==> src/rtl/fixed_dot_pkg.sv <==
// Shared definitions for the fixed-point dot-product MAC: width helpers,
// the stage valid/last flag encoding and the output resize function.
// Build option: FIXED_DOT_MAC_SAT_EN selects saturation of out-of-range
// results; without it the result wraps to the output width.
package fixed_dot_pkg;

  // Working width for resize arithmetic; wide enough that the rounding add
  // on any supported accumulator can never overflow.
  localparam int FX_W = 128;

  // Occupancy of a pipeline stage: empty bubble, mid-packet beat, last beat.
  typedef enum logic [1:0] {
    BEAT_NONE = 2'b00,
    BEAT_MID  = 2'b01,
    BEAT_LAST = 2'b11
  } beat_e;

  function automatic int prod_w(int wi1, int wf1, int wi2, int wf2);
    return wi1 + wf1 + wi2 + wf2;
  endfunction

  function automatic int tree_w(int p, int lanes);
    return p + $clog2(lanes);
  endfunction

  function automatic int acc_w(int t, int guard);
    return t + guard;
  endfunction

  // Re-scale a signed value from in_frac fraction bits to out_frac, rounding
  // to nearest with ties toward +inf, then fit it into out_int+out_frac bits.
  function automatic logic signed [FX_W-1:0] fx_resize(
    logic signed [FX_W-1:0] value,
    int                     in_frac,
    int                     out_int,
    int                     out_frac
  );
    logic signed [FX_W-1:0] res;
    logic signed [FX_W-1:0] half;
    logic signed [FX_W-1:0] lim_hi;
    logic signed [FX_W-1:0] lim_lo;
    int                     out_w;
    out_w  = out_int + out_frac;
    half   = FX_W'(1);
    lim_hi = FX_W'(1);
    if (out_frac < in_frac) begin
      half = half <<< (in_frac - out_frac - 1);
      res  = (value + half) >>> (in_frac - out_frac);
    end else begin
      res = value <<< (out_frac - in_frac);
    end
`ifdef FIXED_DOT_MAC_SAT_EN
    lim_hi = (lim_hi <<< (out_w - 1)) - FX_W'(1);
    lim_lo = ~lim_hi;
    if (res > lim_hi) begin
      res = lim_hi;
    end else if (res < lim_lo) begin
      res = lim_lo;
    end
`else
    lim_lo = '0;
    // Sign-extend from the output width: two's-complement wrap.
    res = (res <<< (FX_W - out_w)) >>> (FX_W - out_w);
`endif
    return res;
  endfunction

endpackage

==> src/rtl/fixed_dot_tree.sv <==
// Combinational balanced adder tree: sums LANES signed P-bit products into a
// signed T-bit total. Its inputs come straight from the product registers.
module fixed_dot_tree #(
  parameter int LANES = 4,
  parameter int P     = 20,
  parameter int T     = 22
) (
  input  logic [LANES*P-1:0] prods,
  output logic [T-1:0]       sum
);

  localparam int LV = $clog2(LANES);
  localparam int N  = 1 << LV;

  logic signed [T-1:0] nodes [N];

  // Pairwise reduction in place: each level halves the live node count.
  // NOTE: every always_comb output is fully assigned before any conditional
  // logic so no path leaves a value unassigned and no latch is inferred.
  always_comb begin
    for (int i = 0; i < LANES; i++) begin
      nodes[i] = T'($signed(prods[i*P +: P]));
    end
    for (int i = LANES; i < N; i++) begin
      nodes[i] = '0;
    end
    for (int l = 0; l < LV; l++) begin
      for (int i = 0; i < (N >> (l + 1)); i++) begin
        nodes[i] = nodes[2*i] + nodes[2*i+1];
      end
    end
    sum = nodes[0];
  end

endmodule

==> src/rtl/fixed_dot_mac.sv <==
// Multi-lane fixed-point dot-product MAC. Each accepted beat multiplies LANES
// signed A/B element pairs, the adder tree sums them, and the sum accumulates
// until the packet's last beat; the total is rounded and resized onto a
// valid/ready output. One global enable stalls all three stages together.
// Build option: FIXED_DOT_MAC_SAT_EN clamps out-of-range results instead of
// wrapping them.
module fixed_dot_mac
  import fixed_dot_pkg::*;
#(
  parameter int LANES     = 4,
  parameter int WI1       = 4,
  parameter int WF1       = 8,
  parameter int WI2       = 3,
  parameter int WF2       = 5,
  parameter int WIO       = 12,
  parameter int WFO       = 10,
  parameter int ACC_GUARD = 8
) (
  input  logic                         clk,
  input  logic                         reset,
  input  logic [LANES*(WI1+WF1)-1:0]   A_data,
  input  logic                         A_valid,
  output logic                         A_ready,
  input  logic                         A_last,
  input  logic [LANES*(WI2+WF2)-1:0]   B_data,
  input  logic                         B_valid,
  output logic                         B_ready,
  input  logic                         B_last,
  output logic [WIO+WFO-1:0]           out_data,
  output logic                         out_valid,
  input  logic                         out_ready
);

  localparam int WA  = WI1 + WF1;
  localparam int WB  = WI2 + WF2;
  localparam int P   = prod_w(WI1, WF1, WI2, WF2);
  localparam int F   = WF1 + WF2;
  localparam int T   = tree_w(P, LANES);
  localparam int ACC = acc_w(T, ACC_GUARD);
  localparam int OW  = WIO + WFO;

  logic                  en;
  logic                  fire;
  logic [LANES*P-1:0]    prod_c;
  logic [LANES*P-1:0]    s1_prod;
  beat_e                 s1_beat;
  logic [T-1:0]          tree_sum;
  beat_e                 s2_beat;
  logic                  s2_fresh;
  logic signed [ACC-1:0] s2_acc;

  // The whole pipeline advances only when the output register can move.
  assign en      = !out_valid || out_ready;
  assign fire    = A_valid && B_valid && en;
  assign A_ready = en;
  assign B_ready = en;

  // Per-lane signed products of the beat currently offered.
  always_comb begin
    prod_c = '0;
    for (int i = 0; i < LANES; i++) begin
      prod_c[i*P +: P] = P'($signed(A_data[i*WA +: WA])) * P'($signed(B_data[i*WB +: WB]));
    end
  end

  // S1: register products and the beat's occupancy; non-fire cycles are bubbles.
  // NOTE: state registers use non-blocking assignments so every flop samples
  // the pre-edge values of the others regardless of evaluation order.
  // NOTE: datapath registers are reset as well, so a mid-packet reset leaves
  // no stale partial sums or products to leak into the next packet.
  always_ff @(posedge clk or negedge reset) begin
    if (!reset) begin
      s1_prod <= '0;
      s1_beat <= BEAT_NONE;
    end else if (en) begin
      s1_prod <= prod_c;
      if (!fire) begin
        s1_beat <= BEAT_NONE;
      end else if (A_last || B_last) begin
        s1_beat <= BEAT_LAST;
      end else begin
        s1_beat <= BEAT_MID;
      end
    end
  end

  fixed_dot_tree #(
    .LANES (LANES),
    .P     (P),
    .T     (T)
  ) u_tree (
    .prods (s1_prod),
    .sum   (tree_sum)
  );

  // S2: accumulate the tree sum; the first beat after a last beat starts fresh.
  always_ff @(posedge clk or negedge reset) begin
    if (!reset) begin
      s2_acc   <= '0;
      s2_beat  <= BEAT_NONE;
      s2_fresh <= 1'b1;
    end else if (en) begin
      s2_beat <= s1_beat;
      if (s1_beat != BEAT_NONE) begin
        s2_acc   <= (s2_fresh ? '0 : s2_acc) + ACC'($signed(tree_sum));
        s2_fresh <= (s1_beat == BEAT_LAST);
      end
    end
  end

  // S3: resize a completed packet's total into the output register.
  always_ff @(posedge clk or negedge reset) begin
    if (!reset) begin
      out_data  <= '0;
      out_valid <= 1'b0;
    end else if (en) begin
      if (s2_beat == BEAT_LAST) begin
        out_data  <= OW'(fx_resize(FX_W'(s2_acc), F, WIO, WFO));
        out_valid <= 1'b1;
      end else begin
        out_data  <= '0;
        out_valid <= 1'b0;
      end
    end
  end

endmodule

==> config.mk <==
export PLATFORM = sky130hd
export DESIGN_NAME = fixed_dot_mac
export DESIGN_NICKNAME = d
export VERILOG_FILES = /design/src/rtl/fixed_dot_pkg.sv /design/src/rtl/fixed_dot_tree.sv /design/src/rtl/fixed_dot_mac.sv
export SDC_FILE = /design/constraint.sdc
export NUM_CORES = 1
export LEC_CHECK = 0
export ABC_AREA = 0
export BUFFER_PORTS_ARGS = -buffer_cell sky130_fd_sc_hd__buf_2
export CAP_MARGIN = 20
export CORE_MARGIN = 2
export CORE_UTILIZATION = 59
export CTS_CLUSTER_DIAMETER = 100
export CTS_CLUSTER_SIZE = 40
export DETAILED_ROUTE_END_ITERATION = 8
export PLACE_DENSITY = 0.8
export SKIP_LAST_GASP = 1
export SYNTH_ARGS = -nofsm -noshare
export SYNTH_HDL_FRONTEND = slang
export SYNTH_HIERARCHICAL = 1
export SYNTH_SLANG_ARGS = --single-unit
==> constraint.sdc <==
create_clock -name clk -period 5.19 [get_ports clk]
set_clock_uncertainty 0.15 [all_clocks]
set_input_delay 0.519 -clock clk [delete_from_list [all_inputs] [get_ports clk]]
set_output_delay 0.519 -clock clk [all_outputs]
set_load 0.01 [all_outputs]
==> run metrics, run 1 <==
remaining antenna violation count=0; total CTS buffers=17; Yosys warnings=6; standard cell with the maximum stage delay on the critical path=fa_1; dominant synthesized flop cell=dfrtp_1; TritonCTS clock tree=done; count of boundary I/O pins=112; DP Cell Count=3245; final worst path period share=just under 100%; worst slew margin relative to its limit=33.89%; cell accounting for the most synthesized area=fa_1; number of nets produced by synthesis=3236; endpoints failing hold=0; estimated wirelength of the detail-placed design=41750 um; Mapped Area=0.02268 mm2; Chip Width=200.1 um; Top delay family on crit path=adder cells; run status=complete, no violations; leading cell types in the layout, fill and taps excluded=inv_1 (567), fa_1 (357), nand2_1 (282); Tightest Hold Check Type=input port to async pin; register bit total from synthesis=around 130; antenna diode instance count=0; type of the setup path with the least slack=flip-flop to flip-flop; overall die area=0.04003 mm2; drt initial violations=just under 900; fraction of registers with async set or reset after synthesis=100.0%; DIE HEIGHT=~200 um; Cell variety after synth=just over 80; critical path required time=between 5 and 6 ns; total routing resource utilization after global routing=between 20% and 30%; worst flop-to-flop path startpoint=s1_prod[1]; Crit path depth=19; via count of the first global-routing pass=18540; number of cells produced by synthesis=2597; endpoint kind of the worst setup timing path=flip-flop; TritonCTS sink count=approximately 130; CTS max path bufs=2; worst endpoint data arrival time=between 5 and 6 ns; antenna violations before repair=0; transition time at the pin with the least slew margin=approximately 0.99 ns; minimum clock period after layout=5.147 ns; Fmax=between 150 and 200 MHz; clk root buf=clkbuf_16; crit path max fanout=5; critical register-to-register path endpoint=s2_acc[24]; number of iterations in the first detailed-routing pass=5; proportion of layout cells with a drive suffix above 1=between 10% and 20%; endpoints failing setup=0; CP bufs+invs=1; Initial Util=between 60% and 70%; drt drc=0; mean routed wirelength per cell=around 15 um; biggest area contributors in the synthesized netlist=fa_1 (32%), dfrtp_1 (15%), ha_1 (11%); part of the Yosys area used for sequential elements=14.68%; Net count, final=around 3400; launching element type of the critical path=flip-flop; area delta synth->final=10.49%; detailed-route wire length=roughly 50000 um; core area=between 0.03 and 0.04 mm2; Yosys top cell area share=31.60%; final slew viol count=0; depth of the worst register-to-register path=19; cell chain of the critical path=fa_1 > fa_1 > ha_2 > fa_2 > a21oi_4 > o21ai_2 > a21oi_4 > o21ai_2 > a221oi_2 > xnor2_2 > ha_1 > buf_4 > a21o_1 > a21o_1 > or3_1 > a211o_2 > nor3b_4 > a31oi_1 > o21bai_1; CTS H-tree lvls=4; number of port buffers=111; final instance count without filler cells=roughly 3300; reported max-cap violation count=0; maximum single-stage delay on the critical path=~0.56 ns; synthesized area per cell=around 8.7 um2; largest net degree at the start of global routing=between 90 and 100; leading cell type in the layout, fill and taps excluded=inv_1; standard-cell row count=71; unrepaired setup endpoints after global routing=true; global-route wire length before repair=slightly below 90000 um; average via count per standard cell=about 5.3; later-pin clock latency in the skew report=between 0.4 and 0.5 ns; gpl congestion=between 0.9 and 1; number of enable flip-flop cells after synthesis=0; GR Overflow Total=0; clock transition at the registers of the reported paths=roughly 0.06 ns; vias after detailed routing=about 17000; R2R setup slack=0.04 ns
-- layout make-up --
cell class              instances  area, um2
well taps                     511      639.4
repair buffers                209       1297
fillers                      3037      12700
flip-flops and latches        133       3329
multi-input cells            1829      17040
clock inverters                14      173.9
inverters                     569       2137
clock buffers                  18      439.2
-- worst register-to-register path, delay by kind of cell (launching register included) --
kind,cells,cell delay (ns)
flops,1,0.40
buf+inv,1,0.15
xor+xnor,1,0.17
compound gates,10,1.78
simple gates,2,0.47
fa+ha+maj,5,1.92
-- cells in the mapped netlist (4+ instances only) --
cell	number
buf_1	8
nand2_1	282
o21ai_0	95
nor2b_1	31
inv_1	567
and3_1	12
xor2_1	48
o211ai_1	4
o31a_1	4
a21o_1	24
nand4_1	6
nand2b_1	20
nor3b_1	7
a21oi_1	103
o21a_1	17
a211o_1	6
nor3_1	19
o21bai_1	13
a21oi_2	4
a41oi_1	4
fa_1	358
dfrtp_1	132
xnor2_1	77
and2_1	237
ha_1	194
a31oi_1	9
or3_1	10
a211oi_1	9
nor2_1	125
o31ai_1	13
clkbuf_1	53
nand3_1	33
or2_2	4
-- what timing repair did --
action                                  4_1_cts  5_1_grt
endpoints found under the setup margin        3       10
hold buffers                                  0        0
setup buffers                                 2        4
gates resized for setup                       3       20
pin swaps                                     5       25
-- worst max path at each step --
stage           startpoint     endpoint  slack (ns)
5_1_grt        s1_prod[45]   s2_acc[24]       -0.12
4_1_cts         s1_prod[1]   s2_acc[23]       0.003
6_report        s1_prod[1]   s2_acc[24]        0.04
2_1_floorplan   s1_prod[1]   s2_acc[22]        0.04
3_3_place_gp    B_data[26]  s1_prod[79]       -0.01
3_5_place_dp    s1_prod[1]   s2_acc[23]       -0.19
-- flip-flops by register name (all words and copies together) (netlist names) --
register / count
s1_prod: 80
s2_acc: 25
out_data: 22
s1_beat: 2
s2_beat: 2
out_valid: 1
s2_fresh: 1
-- routing by layer --
metal / vias to the layer above / track usage, % / share of wire (%)
li1: 8298 / - / -
met3: 72 / 2.957 / 4.2
met2: 404 / 48.05 / 51
met5: - / 0 / 0
met4: 0 / 6.337 / 1.9
met1: 8623 / 35.20 / 43
-- per-stage QoR --
stage	hold slack, ns	TNS (ns)	setup slack, ns	utilization, %	instance area [um2]
4_1_cts	0.04577	0	0.002971	66.09	24950
2_1_floorplan	0.07341	0	0.03571	-	22680
5_1_grt	0.08257	-0.2702	-0.1178	66.37	25060
3_5_place_dp	0.3094	-0.9182	-0.1908	64.39	24310
6_report	0.01940	0	0.04285	66.37	25060
3_3_place_gp	0.3022	-0.01570	-0.01034	64.39	24310
-- logic make-up after synthesis --
kind of cell / Yosys count / share of synthesized area [%]
xor gates and xnor gates: 125 / 4.827
and+or+nand+nor: 806 / 17.71
AOI/OAI and AO/OA: 343 / 9.709
adders and majority gates: 552 / 42.30
buffers and inverters: 635 / 10.64
muxes: 3 / 0.1379
DFF: 133 / 14.68
Power of run 1 is left out: the tool's default activity adds up to more than one toggle a clock period on the data nets, which glitch-free logic cannot reach.
==> inputs of run 2 (changes only) <==
--- a/config.mk
+++ b/config.mk
@@ -14,6 +14,7 @@
 export CTS_CLUSTER_SIZE = 40
 export DETAILED_ROUTE_END_ITERATION = 8
 export PLACE_DENSITY = 0.8
+export SETUP_SLACK_MARGIN = 0.5
 export SKIP_LAST_GASP = 1
 export SYNTH_ARGS = -nofsm -noshare
 export SYNTH_HDL_FRONTEND = slang
==> run metrics, run 2 (synthesis gave the netlist of run 1 again) <==
later-pin clock latency in the skew report=0.43 ns (about the same); type of the setup path with the least slack=flip-flop to flip-flop; Layout Cell Area excl Fill=0.02561 mm2 (+2.2%); R2R setup slack=0.16 ns (+0.12 ns); minimum clock period after layout=5.026 ns (-0.1216 ns); number of filler instances in the final layout=2932 (-3.5%); Initial Util=60.07% (unchanged); leading cell types in the layout, fill and taps excluded=inv_1 (554), fa_1 (349), nand2_1 (276); drt drc=0 (unchanged); clock transition at the registers of the reported paths=0.06 ns (about the same); remaining antenna violation count=0 (unchanged); depth of the worst register-to-register path=18 (-1); Fmax=199.0 MHz (+2.4%); global-route wire length before repair=87150 um (+0.44%); endpoints failing setup=0 (unchanged); max reg flops=80 (unchanged); Chip Width=200.1 um (unchanged); count of boundary I/O pins=112 (unchanged); GR Overflow Total=0 (unchanged); overall die area=0.04003 mm2 (unchanged); critical path required time=5.39 ns (+0.04 ns); DIE HEIGHT=200.1 um (unchanged); final slew viol count=0 (unchanged); worst flop-to-flop path startpoint=s1_prod[1]; worst endpoint data arrival time=5.23 ns (-0.08 ns); number of port buffers=111 (unchanged); Placed Instance Area=0.02404 mm2 (-1.1%); antenna diode instance count=0 (unchanged); final core utilization=67.82% (+1.4 points); start point of the critical path=s1_prod[1]; mean routed wirelength per cell=15.70 um (+3.0%); area delta synth->final=12.90%; total routing resource utilization after global routing=26.87% (about the same); via count of the first global-routing pass=18650 (+0.59%); standard-cell row count=71 (unchanged); reported max-cap violation count=0 (unchanged); largest registers=s1_prod x80, s2_acc x25, out_data x22; register containing the most flip-flops in the final layout=s1_prod; estimated wirelength of the detail-placed design=40080 um (-4.0%); multi-input logic area=0.01773 mm2 (+4.0%); clk root buf=clkbuf_16; endpoints failing hold=20 (+20); launching element type of the critical path=flip-flop; core area=0.03776 mm2 (unchanged); Total Negative Setup Slacks=0 ns (unchanged); final worst path period share=96.83% (-2.3 points); Tightest Hold Check Type=input port to async pin; average via count per standard cell=5.404 (+2.0%); gpl congestion=0.9348 (+0.48%); Critical Path Sink=s2_acc[22]; proportion of layout cells with a drive suffix above 1=14.31% (+3.6 points); area taken by flip-flops and latches=0.003331 mm2 (about the same); Net count, final=3365 (-0.97%); endpoint kind of the worst setup timing path=flip-flop; number of iterations in the first detailed-routing pass=5 (unchanged); unrepaired setup endpoints after global routing=true; CTS max path bufs=2 (unchanged); TritonCTS sink count=133 (unchanged); leading cell type in the layout, fill and taps excluded=inv_1; crit path max fanout=5 (unchanged); antenna violations before repair=0 (unchanged); run status=complete, but fails checks; TritonCTS clock tree=done; WHS=-0.02986 ns (-0.04926 ns); vias after detailed routing=17560 (+0.95%); largest net degree at the start of global routing=99 (unchanged); detailed-route wire length=51020 um (+2.0%); transition time at the pin with the least slew margin=1.027 ns (+0.03579 ns); worst slew margin relative to its limit=31.50% (-2.4 points); CTS H-tree lvls=4 (unchanged); violations in the final reports=negative hold slack; total CTS buffers=17 (unchanged); critical register-to-register path endpoint=s2_acc[22]; drt initial violations=1019 (+15%)
==> run 2: worst min-delay path by stage <==
| stage | startpoint | end | slack [ns] |
|---|---|---|---|
| detailed placement | s1_prod[44] | s1_prod[44] | 0.31 |
| floorplan | reset | out_data[0] | 0.07 |
| global placement | s1_prod[22] | s1_prod[22] | 0.30 |
| finish | reset | s2_acc[1] | -0.03 |
| global route | reset | s1_prod[65] | 0.03 |
| CTS | reset | out_data[0] | 0.004 |
==> run 2: area by class of cell <==
| type | instances | share of cell area, % |
|---|---|---|
| multi-input combinational | 1829 | 69.24 |
| sequential | 133 | 13.01 |
| inverter | 569 | 8.370 |
| tap | 511 | 2.497 |
| clock inverter | 12 | 0.4984 |
| clock buffer | 20 | 1.784 |
| timing repair buffer | 176 | 4.603 |
==> run 2: critical path, cell delays in order (launching register included) <==
cell     delay, ns
dfrtp_1       0.40
fa_1          0.56
fa_1          0.42
ha_2          0.22
fa_2          0.37
a21oi_4       0.16
o21ai_2       0.08
a21oi_4       0.18
o21a_1        0.21
o21ai_2       0.07
xnor2_1       0.18
ha_1          0.31
and3_4        0.18
and3_2        0.20
a221o_2       0.37
a21o_1        0.23
o21a_1        0.20
or4_1         0.39
nand3_1       0.08
==> run 2: timing repair <==
item                       4_1_cts  5_1_grt
gates resized for setup         41      140
pin swaps                       27       89
setup endpoints to repair       17       32
setup buffers                   20       24
hold endpoints to repair         0        0
hold buffers                     0        0
==> run 2: stage by stage <==
step	hold slack, ns	instances	setup WS, ns
final	-0.02986	3250	0.1644
after global routing	0.03238	3250	-0.07039
after floorplan	0.07341	2597	0.3720
after global placement	0.3036	3174	0.04509
after detailed placement	0.3059	3174	-0.02721
after CTS	0.004179	3226	0.2042
==> run 2: layer usage <==
metal | wire length, um | global-route usage (%) | vias up
li1 | - | - | 8250
met1 | 21650 | 35.03 | 8770
met2 | 26130 | 47.45 | 453
met3 | 2113 | 3.293 | 90
met4 | 1129 | 7.353 | 0
met5 | 0 | 0 | -
Power of run 2 is left out for the same reason.
==> inputs of run 3 (changes only) <==
--- a/config.mk
+++ b/config.mk
@@ -14,6 +14,7 @@
 export CTS_CLUSTER_SIZE = 40
 export DETAILED_ROUTE_END_ITERATION = 8
 export PLACE_DENSITY = 0.8
+export RECOVER_POWER = 100
 export SETUP_SLACK_MARGIN = 0.5
 export SKIP_LAST_GASP = 1
 export SYNTH_ARGS = -nofsm -noshare
==> run metrics, run 3 (synthesis gave the netlist of run 1 again) <==
final worst path period share=96.75% (about the same); transition time at the pin with the least slew margin=4.355 ns (+3.327 ns); mean routed wirelength per cell=15.72 um (+0.11%); worst endpoint data arrival time=5.22 ns (about the same); leading cell type in the layout, fill and taps excluded=inv_1; number of port buffers=111 (unchanged); critical path required time=5.39 ns (about the same); number of iterations in the first detailed-routing pass=6 (+1); area delta synth->final=12.73%; detailed-route wire length=51080 um (+0.11%); drt drc=0 (unchanged); GR Overflow Total=0 (unchanged); crit path max fanout=5 (unchanged); total CTS buffers=17 (unchanged); clk root buf=clkbuf_16; estimated wirelength of the detail-placed design=40080 um (unchanged); standard cell with the maximum stage delay on the critical path=fa_1; Placed Instance Area=0.02404 mm2 (unchanged); later-pin clock latency in the skew report=0.43 ns (about the same); largest registers=s1_prod x80, s2_acc x25, out_data x22; Layout Cell Area excl Fill=0.02557 mm2 (-0.15%); CTS max path bufs=2 (unchanged); maximum single-stage delay on the critical path=0.56 ns (about the same); launching element type of the critical path=flip-flop; type of the setup path with the least slack=flip-flop to flip-flop; endpoints failing setup=0 (unchanged); Tightest Hold Check Type=input port to flip-flop; vias after detailed routing=17540 (-0.13%); largest net degree at the start of global routing=99 (unchanged); endpoints failing hold=0 (-100%); max reg flops=80 (unchanged); reported max-cap violation count=2 (+2); antenna violations before repair=0 (unchanged); Net count, final=3365 (unchanged); remaining antenna violation count=0 (unchanged); cell chain of the critical path=fa_1 > fa_1 > ha_2 > fa_2 > a21oi_4 > o21ai_2 > a21oi_4 > o21a_1 > o21ai_2 > xnor2_1 > ha_1 > and3_4 > and3_2 > a221o_2 > a21o_1 > o21a_1 > or4_1 > nand3_1; worst slew margin relative to its limit=-190.3% (-220 points); run status=complete, but fails checks; final core utilization=67.72% (-0.10 points); standard-cell row count=71 (unchanged); endpoint kind of the worst setup timing path=flip-flop; Initial Util=60.07% (unchanged); via count of the first global-routing pass=18650 (unchanged); gpl congestion=0.9348 (unchanged); DIE HEIGHT=200.1 um (unchanged); leading cell types in the layout, fill and taps excluded=inv_1 (554), fa_1 (349), nand2_1 (276); Fmax=199.2 MHz (about the same); core area=0.03776 mm2 (unchanged); count of boundary I/O pins=112 (unchanged); global-route wire length before repair=87150 um (unchanged); antenna diode instance count=0 (unchanged); TritonCTS clock tree=done; total routing resource utilization after global routing=26.87% (unchanged); unrepaired setup endpoints after global routing=true; proportion of layout cells with a drive suffix above 1=13.44% (-0.88 points); drt initial violations=1014 (-0.49%); average via count per standard cell=5.397 (-0.13%); TritonCTS sink count=133 (unchanged); overall die area=0.04003 mm2 (unchanged); Chip Width=200.1 um (unchanged); violations in the final reports=max-capacitance violations, max-slew violations; register containing the most flip-flops in the final layout=s1_prod; clock transition at the registers of the reported paths=0.06 ns (about the same); CTS H-tree lvls=4 (unchanged); final slew viol count=181 (+181); minimum clock period after layout=5.021 ns (-0.004276 ns)
run 3: cell types whose count changed in the layout (fill, tap and decap cells not counted):
| cell | delta |
|---|---|
| buf_6 | -1 |
| clkbuf_1 | +24 |
| buf_4 | -1 |
| buf_2 | -23 |
| clkbuf_2 | +1 |
run 3: final timing paths:
check,startpoint,cells past startpoint,slack (ns),to
hold / removal,B_data[24],3,0.24,s1_prod[60]
max in group asynchronous,reset,1,0.95,s1_prod[34]
hold reg to reg,s1_prod[44],2,0.32,s1_prod[44]
min in group asynchronous,reset,1,1.47,out_data[0]
setup reg to reg,s1_prod[1],18,0.17,s2_acc[22]
setup / recovery,s1_prod[1],18,0.17,s2_acc[22]
run 3: area by class of cell:
| cell class | count | area (um2) |
|---|---|---|
| sequential | 133 | 3331 |
| timing repair buffer | 176 | 1140 |
| clock buffer | 20 | 456.7 |
| multi-input combinational | 1829 | 17730 |
| tap | 511 | 639.4 |
| fill | 2948 | 12190 |
| inverter | 569 | 2143 |
| clock inverter | 12 | 127.6 |
run 3: per-stage QoR:
stage          setup TNS (ns)  cells  setup slack, ns  hold WS [ns]
5_1_grt              -0.09025   3250         -0.07039        0.2477
2_1_floorplan               0   2597           0.3720       0.07341
6_report                    0   3250           0.1687        0.2429
4_1_cts                     0   3226           0.2042      0.004179
3_3_place_gp                0   3174          0.04509        0.3036
3_5_place_dp         -0.02721   3174         -0.02721        0.3059
run 3: repair_timing:
action,CTS,global route
hold buffers,0,0
cloned,0,0
buffers inserted,20,24
gates resized for setup,41,140
endpoints found under the setup margin,17,32
pin swaps,27,89
run 3: layer usage:
metal  vias up  track usage [%]  share of wire (%)
li1       8250                -                  -
met1      8746            35.03                 42
met2       453            47.45                 51
met3        92            3.293                4.2
met4         0            7.353                2.2
met5         -                0                  0
run 3: critical path: cells and delay by family, from the launching register on:
family                   cells  cell delay [ns]
adder cells (fa/ha/maj)      5             1.88
AO/OA/AOI/OAI                8             1.50
AND/OR/NAND/NOR              4             0.85
flip-flops                   1             0.40
XOR/XNOR                     1             0.18
Power of run 3 is left out for the same reason.
